===== src/rtl/alu_control_seq.sv =====
// ALU control stage: registers the decode function code, routes it to the owning
// execution unit and sequences the multi-cycle MULTU with busy/done handshake.
module alu_control_seq #(
    parameter int unsigned MUL_CYCLES = 32
) (
    input  logic       clk,
    input  logic       reset,
    input  logic [5:0] Signal,
    output logic [5:0] SignaltoALU,
    output logic [5:0] SignaltoSHT,
    output logic [5:0] SignaltoMUL,
    output logic [5:0] SignaltoMUX,
    output logic       busy,
    output logic       done
);

    localparam logic [5:0] OP_ADD   = 6'b100000;
    localparam logic [5:0] OP_SUB   = 6'b100010;
    localparam logic [5:0] OP_AND   = 6'b100100;
    localparam logic [5:0] OP_OR    = 6'b100101;
    localparam logic [5:0] OP_SLT   = 6'b101010;
    localparam logic [5:0] OP_SLL   = 6'b000010;
    localparam logic [5:0] OP_MULTU = 6'b011001;
    localparam logic [5:0] OP_MFHI  = 6'b010000;
    localparam logic [5:0] OP_MFLO  = 6'b010010;
    localparam logic [5:0] CNT_LAST = 6'(MUL_CYCLES - 1);

    typedef enum logic [0:0] {
        ST_IDLE = 1'b0,
        ST_MUL  = 1'b1
    } state_t;

    state_t     state_r;
    logic [5:0] cnt_r;
    logic [5:0] alu_r;
    logic [5:0] sht_r;
    logic [5:0] mul_r;
    logic [5:0] mux_r;
    logic       busy_r;
    logic       done_r;

    // Control FSM: decode in IDLE, count out the multiply in MUL.
    always_ff @(posedge clk or negedge reset) begin
        if (!reset) begin
            state_r <= ST_IDLE;
            cnt_r   <= 6'd0;
            alu_r   <= 6'd0;
            sht_r   <= 6'd0;
            mul_r   <= 6'd0;
            mux_r   <= 6'd0;
            busy_r  <= 1'b0;
            done_r  <= 1'b0;
        end else begin
            done_r <= 1'b0;
            case (state_r)
                ST_IDLE: begin
                    cnt_r  <= 6'd0;
                    alu_r  <= 6'd0;
                    sht_r  <= 6'd0;
                    mul_r  <= 6'd0;
                    mux_r  <= 6'd0;
                    busy_r <= 1'b0;
                    case (Signal)
                        OP_ADD, OP_SUB, OP_AND, OP_OR, OP_SLT: begin
                            alu_r <= Signal;
                            mux_r <= Signal;
                        end
                        OP_SLL: begin
                            sht_r <= OP_SLL;
                            mux_r <= OP_SLL;
                        end
                        OP_MFHI, OP_MFLO: begin
                            mux_r <= Signal;
                        end
                        OP_MULTU: begin
                            state_r <= ST_MUL;
                            mul_r   <= OP_MULTU;
                            mux_r   <= OP_MULTU;
                            busy_r  <= 1'b1;
                        end
                        default: begin
                            mux_r <= 6'd0;
                        end
                    endcase
                end
                ST_MUL: begin
                    // The last count edge both ends the multiply and raises done.
                    if (cnt_r == CNT_LAST) begin
                        state_r <= ST_IDLE;
                        cnt_r   <= 6'd0;
                        mul_r   <= 6'd0;
                        mux_r   <= 6'd0;
                        busy_r  <= 1'b0;
                        done_r  <= 1'b1;
                    end else begin
                        cnt_r <= cnt_r + 6'd1;
                    end
                end
                default: begin
                    state_r <= ST_IDLE;
                    cnt_r   <= 6'd0;
                    alu_r   <= 6'd0;
                    sht_r   <= 6'd0;
                    mul_r   <= 6'd0;
                    mux_r   <= 6'd0;
                    busy_r  <= 1'b0;
                end
            endcase
        end
    end

    assign SignaltoALU = alu_r;
    assign SignaltoSHT = sht_r;
    assign SignaltoMUL = mul_r;
    assign SignaltoMUX = mux_r;
    assign busy        = busy_r;
    assign done        = done_r;

endmodule


===== config.mk =====
export PLATFORM = sky130hd
export DESIGN_NAME = alu_control_seq
export DESIGN_NICKNAME = d
export VERILOG_FILES = /design/src/rtl/alu_control_seq.sv
export SDC_FILE = /design/constraint.sdc
export NUM_CORES = 1
export LEC_CHECK = 0
export BUFFER_PORTS_ARGS = -buffer_cell sky130_fd_sc_hd__buf_2
export CAP_MARGIN = 20
export CELL_PAD_IN_SITES_DETAIL_PLACEMENT = 1
export CELL_PAD_IN_SITES_GLOBAL_PLACEMENT = 1
export CORE_ASPECT_RATIO = 1.2
export CORE_MARGIN = 2
export CORE_UTILIZATION = 25
export CTS_BUF_LIST = sky130_fd_sc_hd__clkbuf_4
export DETAILED_ROUTE_END_ITERATION = 8
export PLACE_DENSITY = 0.58
export SYNTH_ARGS = -nofsm -noshare
export SYNTH_HDL_FRONTEND = slang
export SYNTH_SLANG_ARGS = --single-unit

===== constraint.sdc =====
create_clock -name clk -period 1.3 [get_ports clk]
set_input_delay 0.325 -clock clk [delete_from_list [all_inputs] [get_ports clk]]
set_output_delay 0.325 -clock clk [all_outputs]
set_load 0.03 [all_outputs]

Yosys cells after proc, flatten, opt, wreduce, memory -nomap -nowiden
Index checks and enable logic that the tools add are counted.
{ "totals": {"reg_bits": 33, "in_bits": 8, "wordCells": 39} }
{ "classes": {"reduce_logical": 2, "n_bitwise": 1, "mux": 16, "n_eq_ne": 11, "n_addsub": 1} }
{ "op_table": {"columns": ["op", "count"], "rows": [
  ["$pmux W6 S2", 3],
  ["$eq A6 B6 Y1 const B", 5],
  ["$eq A6 B5 Y1 const B", 4],
  ["$mux W6", 3],
  ["$pmux W6 S3", 1],
  ["$reduce_or A7 Y1", 1],
  ["$add A6 B1 Y6 const B", 1],
  ["$eq A6 B2 Y1 const B", 1],
  ["$mux W1", 5],
  ["$mux W5", 1],
  ["$reduce_or A5 Y1", 1],
  ["$pmux W1 S2", 2],
  ["$mux W2", 1],
  ["$ne A2 B1 Y1 const B", 1],
  ["$not A1 Y1", 1]
]} }

Depth between registers and ports, before layout
{ "logic_depth": {"word_depth": 4, "mapped_depth": 4, "mapped_depth_nobuf": 4} }

Worst setup path after synthesis
Ideal clock, no wire load.
{ "synth_path": {"path_kind": "register to register", "start": "register cnt_r[0]", "end": "register mux_r[4] (netlist: SignaltoMUX[4])", "t_required_ns": 1.174, "setup_ns": 0.126, "arrival_time_ns": 1.257, "path_slack_ns": -0.083, "stages_incl_launch_ff": 5, "path_cell_list": "dfrtp_1 > ha_1 > nand4_1 > o21a_1 > a221o_1"} }
{ "synth_between": {"elab_chain_cells": 2} }
{ "synth_rtl": {"columns": ["item", "line_no", "rtl"], "rows": [
  ["start: declaration", "34", "logic [5:0] cnt_r;"],
  ["start signal: assignment", "96", "cnt_r <= cnt_r + 6'd1;"],
  ["$eq A6 B5 Y1", "88", "if (cnt_r == CNT_LAST) begin"],
  ["$ne A2 B1 Y1 (no source line)", null, null],
  ["end signal: assignment", "66", "mux_r <= Signal;"],
  ["end signal: assignment", "73", "mux_r <= Signal;"],
  ["end: declaration", "38", "logic [5:0] mux_r;"]
]} }
Every way passes these cells.
A chain may end at the register's enable or synchronous reset.

Worst setup path in the final report
{ "layout_path": {"start": "register cnt_r[0]", "end": "register mux_r[0] (netlist: SignaltoMUX[0])"} }
The elaborated chain is that of the path after synthesis.

==> key figures <==
Worst setup path
  • Crit end category: flip-flop
  • Worst EP arrival: approximately 1.6 ns
  • Worst reg-to-reg setup slack: -0.06 ns
  • CP Launch Point: cnt_r[0]
  • CP required: approximately 1.5 ns
  • Critical path startpoint category: flip-flop
  • CP max FO: 8
  • CP Class: reg -> reg
  • Termination of the worst setup path: SignaltoMUX[0]
  • Reg2Reg Depth: 4
  • Reg2reg end: SignaltoMUX[0]
  • FF-to-FF Start: cnt_r[0]

STA
  • Clock skew: around 0.0018 ns
  • RSZ-0062 raised after global routing: yes
  • Final Setup Violations: 3
  • Hold Vio Cnt, Final: 0
  • Final period util: 104.4%
  • Fin worst setup slack: -0.05672 ns
  • Final Critical Period: between 1 and 1.5 ns
  • F_max: ~0.74 GHz
  • Final hold slack: 0.3255 ns
  • Fin. max-slew vios: 0

Die
  • Initial Util: 25.74%
  • FP Rows: 25
  • Io pins: 34
  • Chip height: between 70 and 80 µm
  • Core ar.: between 3000 and 4000 µm²
  • Die Span X: between 60 and 70 µm
  • Die area: 4518 µm²

Hold path
  • Hold path start: Signal[4]
  • Worst Hold Class: in -> reg

Yosys
  • Post-synthesis cell count: 84
  • Synth async-reset ratio: 100.0%
  • Top-count cell post-synth: dfrtp_1
  • Biggest area consumer among synthesized cells: dfrtp_1
  • Synth Flop Type: dfrtp_1
  • Mapped Avg Cell Area: 11.89 µm²
  • Post-synth EDFFs: 0
  • Post-synth top area share: approximately 55%
  • Synth cell count leaders: 22 x dfrtp_1, 11 x buf_4, 5 x nor2_1
  • Synth top area cells: dfrtp_1 55%, buf_4 8.3%, a22o_1 3.5%, a221o_1 3.0%, nor4_4 2.1%
  • Distinct cells, synth: 34
  • Yosys warnings: 0
  • Seq/Total Area, Yosys: between 50% and 60%
  • Yosys reg bits: 22
  • Netlist area before placement: 998.5 µm²

Clocking
  • TritonCTS Sinks: 22
  • H-tree depth: 1
  • Root buffer cell: clkbuf_4
  • Clk_lat worst skew: ~0.31 ns
  • Num CTS Buffers: 3
  • Clock buffer depth: 2
  • CTS tree: done
  • Reg clk slew, reported paths: approximately 0.11 ns

Status
  • Failing checks: negative setup slack
  • Outcome: finished, violations left

Finish
  • N_diodes: 0
  • Net count, final: 138
  • Layout cells sized above 1: 42.52%
  • Area delta synth->final: 33.46%
  • Post-layout util: 34.35%

Drt
  • Met1 wire length: between 900 and 1000 µm
  • DR WL/cell: between 10 and 15 µm
  • Wire length on met2: between 1000 and 1500 µm
  • Final wirelength: approximately 2300 µm
  • Residual DRC count: 0
  • Met3 wire length: 64 µm
  • Routed vias: about 800
  • DRT iter0 DRCs: 30
  • Via/cell ratio: between 4 and 5
  • Highest Signal Layer: met4
  • Pre-antenna DRT Iters: 3
  • ANT nets after route: 0

Global route
  • Vias in the first global route: roughly 820
  • First-pass GRT wire length: ~3900 µm
  • GRT Total Usage: 11.72%
  • GR Overflow Total: 0
  • Pin count of the biggest net entering global routing: 23
  • Initial antenna violation count: 0

Run
  • Number of max-cap violations: 0

Power
  • Worst-case vdd ir drop: 0.3108 mV
  • Power, Total: around 1600 µW
  • Pwr/cell area: 1186 nW/µm²
  • Leakage power: 0.0007077 µW

Placed design
  • Final Wtd Congestion: roughly 0.81
  • Detailed Place HPWL: 1807 µm
  • Number of I/O port buffers: 25
  • Pre-CTS setup slack: -0.09906 ns
-- metal layers --
metal / track usage, % / vias up
li1: - / 371
met1: 15.72 / 394
met2: 18.25 / 17
met3: 1.064 / 5
met4: 6.383 / 0
met5: 0 / -
-- worst min path at each step --
stage                                 to  slack (ns)  cells after the start
after global placement          cnt_r[5]        0.32                      1
after floorplan           SignaltoALU[0]        0.03                      0
after CTS                 SignaltoSHT[1]        0.34                      4
after detailed placement        cnt_r[3]        0.33                      1
after global routing      SignaltoSHT[1]        0.36                      4
final                     SignaltoSHT[1]        0.33                      4
-- logic make-up after synthesis --
group / Yosys count / share of synthesized area, %
other: 1 / 0.3756
flip-flops: 22 / 55.14
XOR/XNOR: 3 / 2.632
multiplexers: 1 / 1.503
buffers and inverters: 14 / 9.524
AND/OR/NAND/NOR: 24 / 14.91
AO/OA/AOI/OAI: 18 / 14.66
adder cells (fa/ha/maj): 1 / 1.253
-- registers in the layout, summed over array words and instances, names as in the netlist --
signal	cells
SignaltoMUL	1
state_r	1
SignaltoSHT	1
SignaltoMUX	6
done	1
cnt_r	6
SignaltoALU	6
-- layout make-up --
type / instances / area, µm²
inverter: 2 / 7.507
fill: 476 / 2546
clock buffer: 3 / 22.52
sequential: 22 / 550.5
multi-input combinational: 55 / 389.1
tap: 54 / 67.56
timing repair buffer: 45 / 295.3
-- cells in the final DEF, fill, tap and decap left out, types with 2 or more instances in the layout --
cell type,n
nand2_1,2
conb_1,8
buf_4,21
and2_1,2
a21o_2,2
buf_6,2
dfrtp_1,22
inv_1,2
a22o_1,4
nand3_1,3
clkbuf_4,3
xor2_1,2
a221o_1,3
nor2_1,5
o21ai_0,2
nor2b_1,2
buf_2,21
-- per-stage QoR --
stage | cell area (µm²) | std cells | setup TNS (ns)
final | 1333 | 181 | -0.1540
after global routing | 1333 | 181 | -0.6522
after CTS | 1315 | 181 | -0.1244
after detailed placement | 1267 | 176 | -0.7310
after global placement | 1267 | 176 | -0.5927
after floorplan | 1027 | 91 | -0.1270
-- what timing repair did --
action                                 in CTS  in global routing
setup endpoints to repair                   7                 18
pin swaps                                   2                  4
endpoints found under the hold margin      22                  0
buffers inserted                            1                  0
resized for setup                           3                 10
hold buffers                                1                  0
-- report_power, final --
| group | switching [µW] | internal, µW | leakage [µW] |
|---|---|---|---|
| registers | 53.9 | 750 | 0.000300 |
| clock network | 200 | 109 | 0.0000138 |
| logic | 260 | 208 | 0.000394 |
| total | 514 | 1070 | 0.000708 |
-- critical path, cell delays in order (launching register included) --
cell and delay [ns]:
dfrtp_1 0.37, ha_2 0.18, nand4_1 0.12, o21a_4 0.26, a221o_1 0.32
Power figures use the tool's default switching activity.
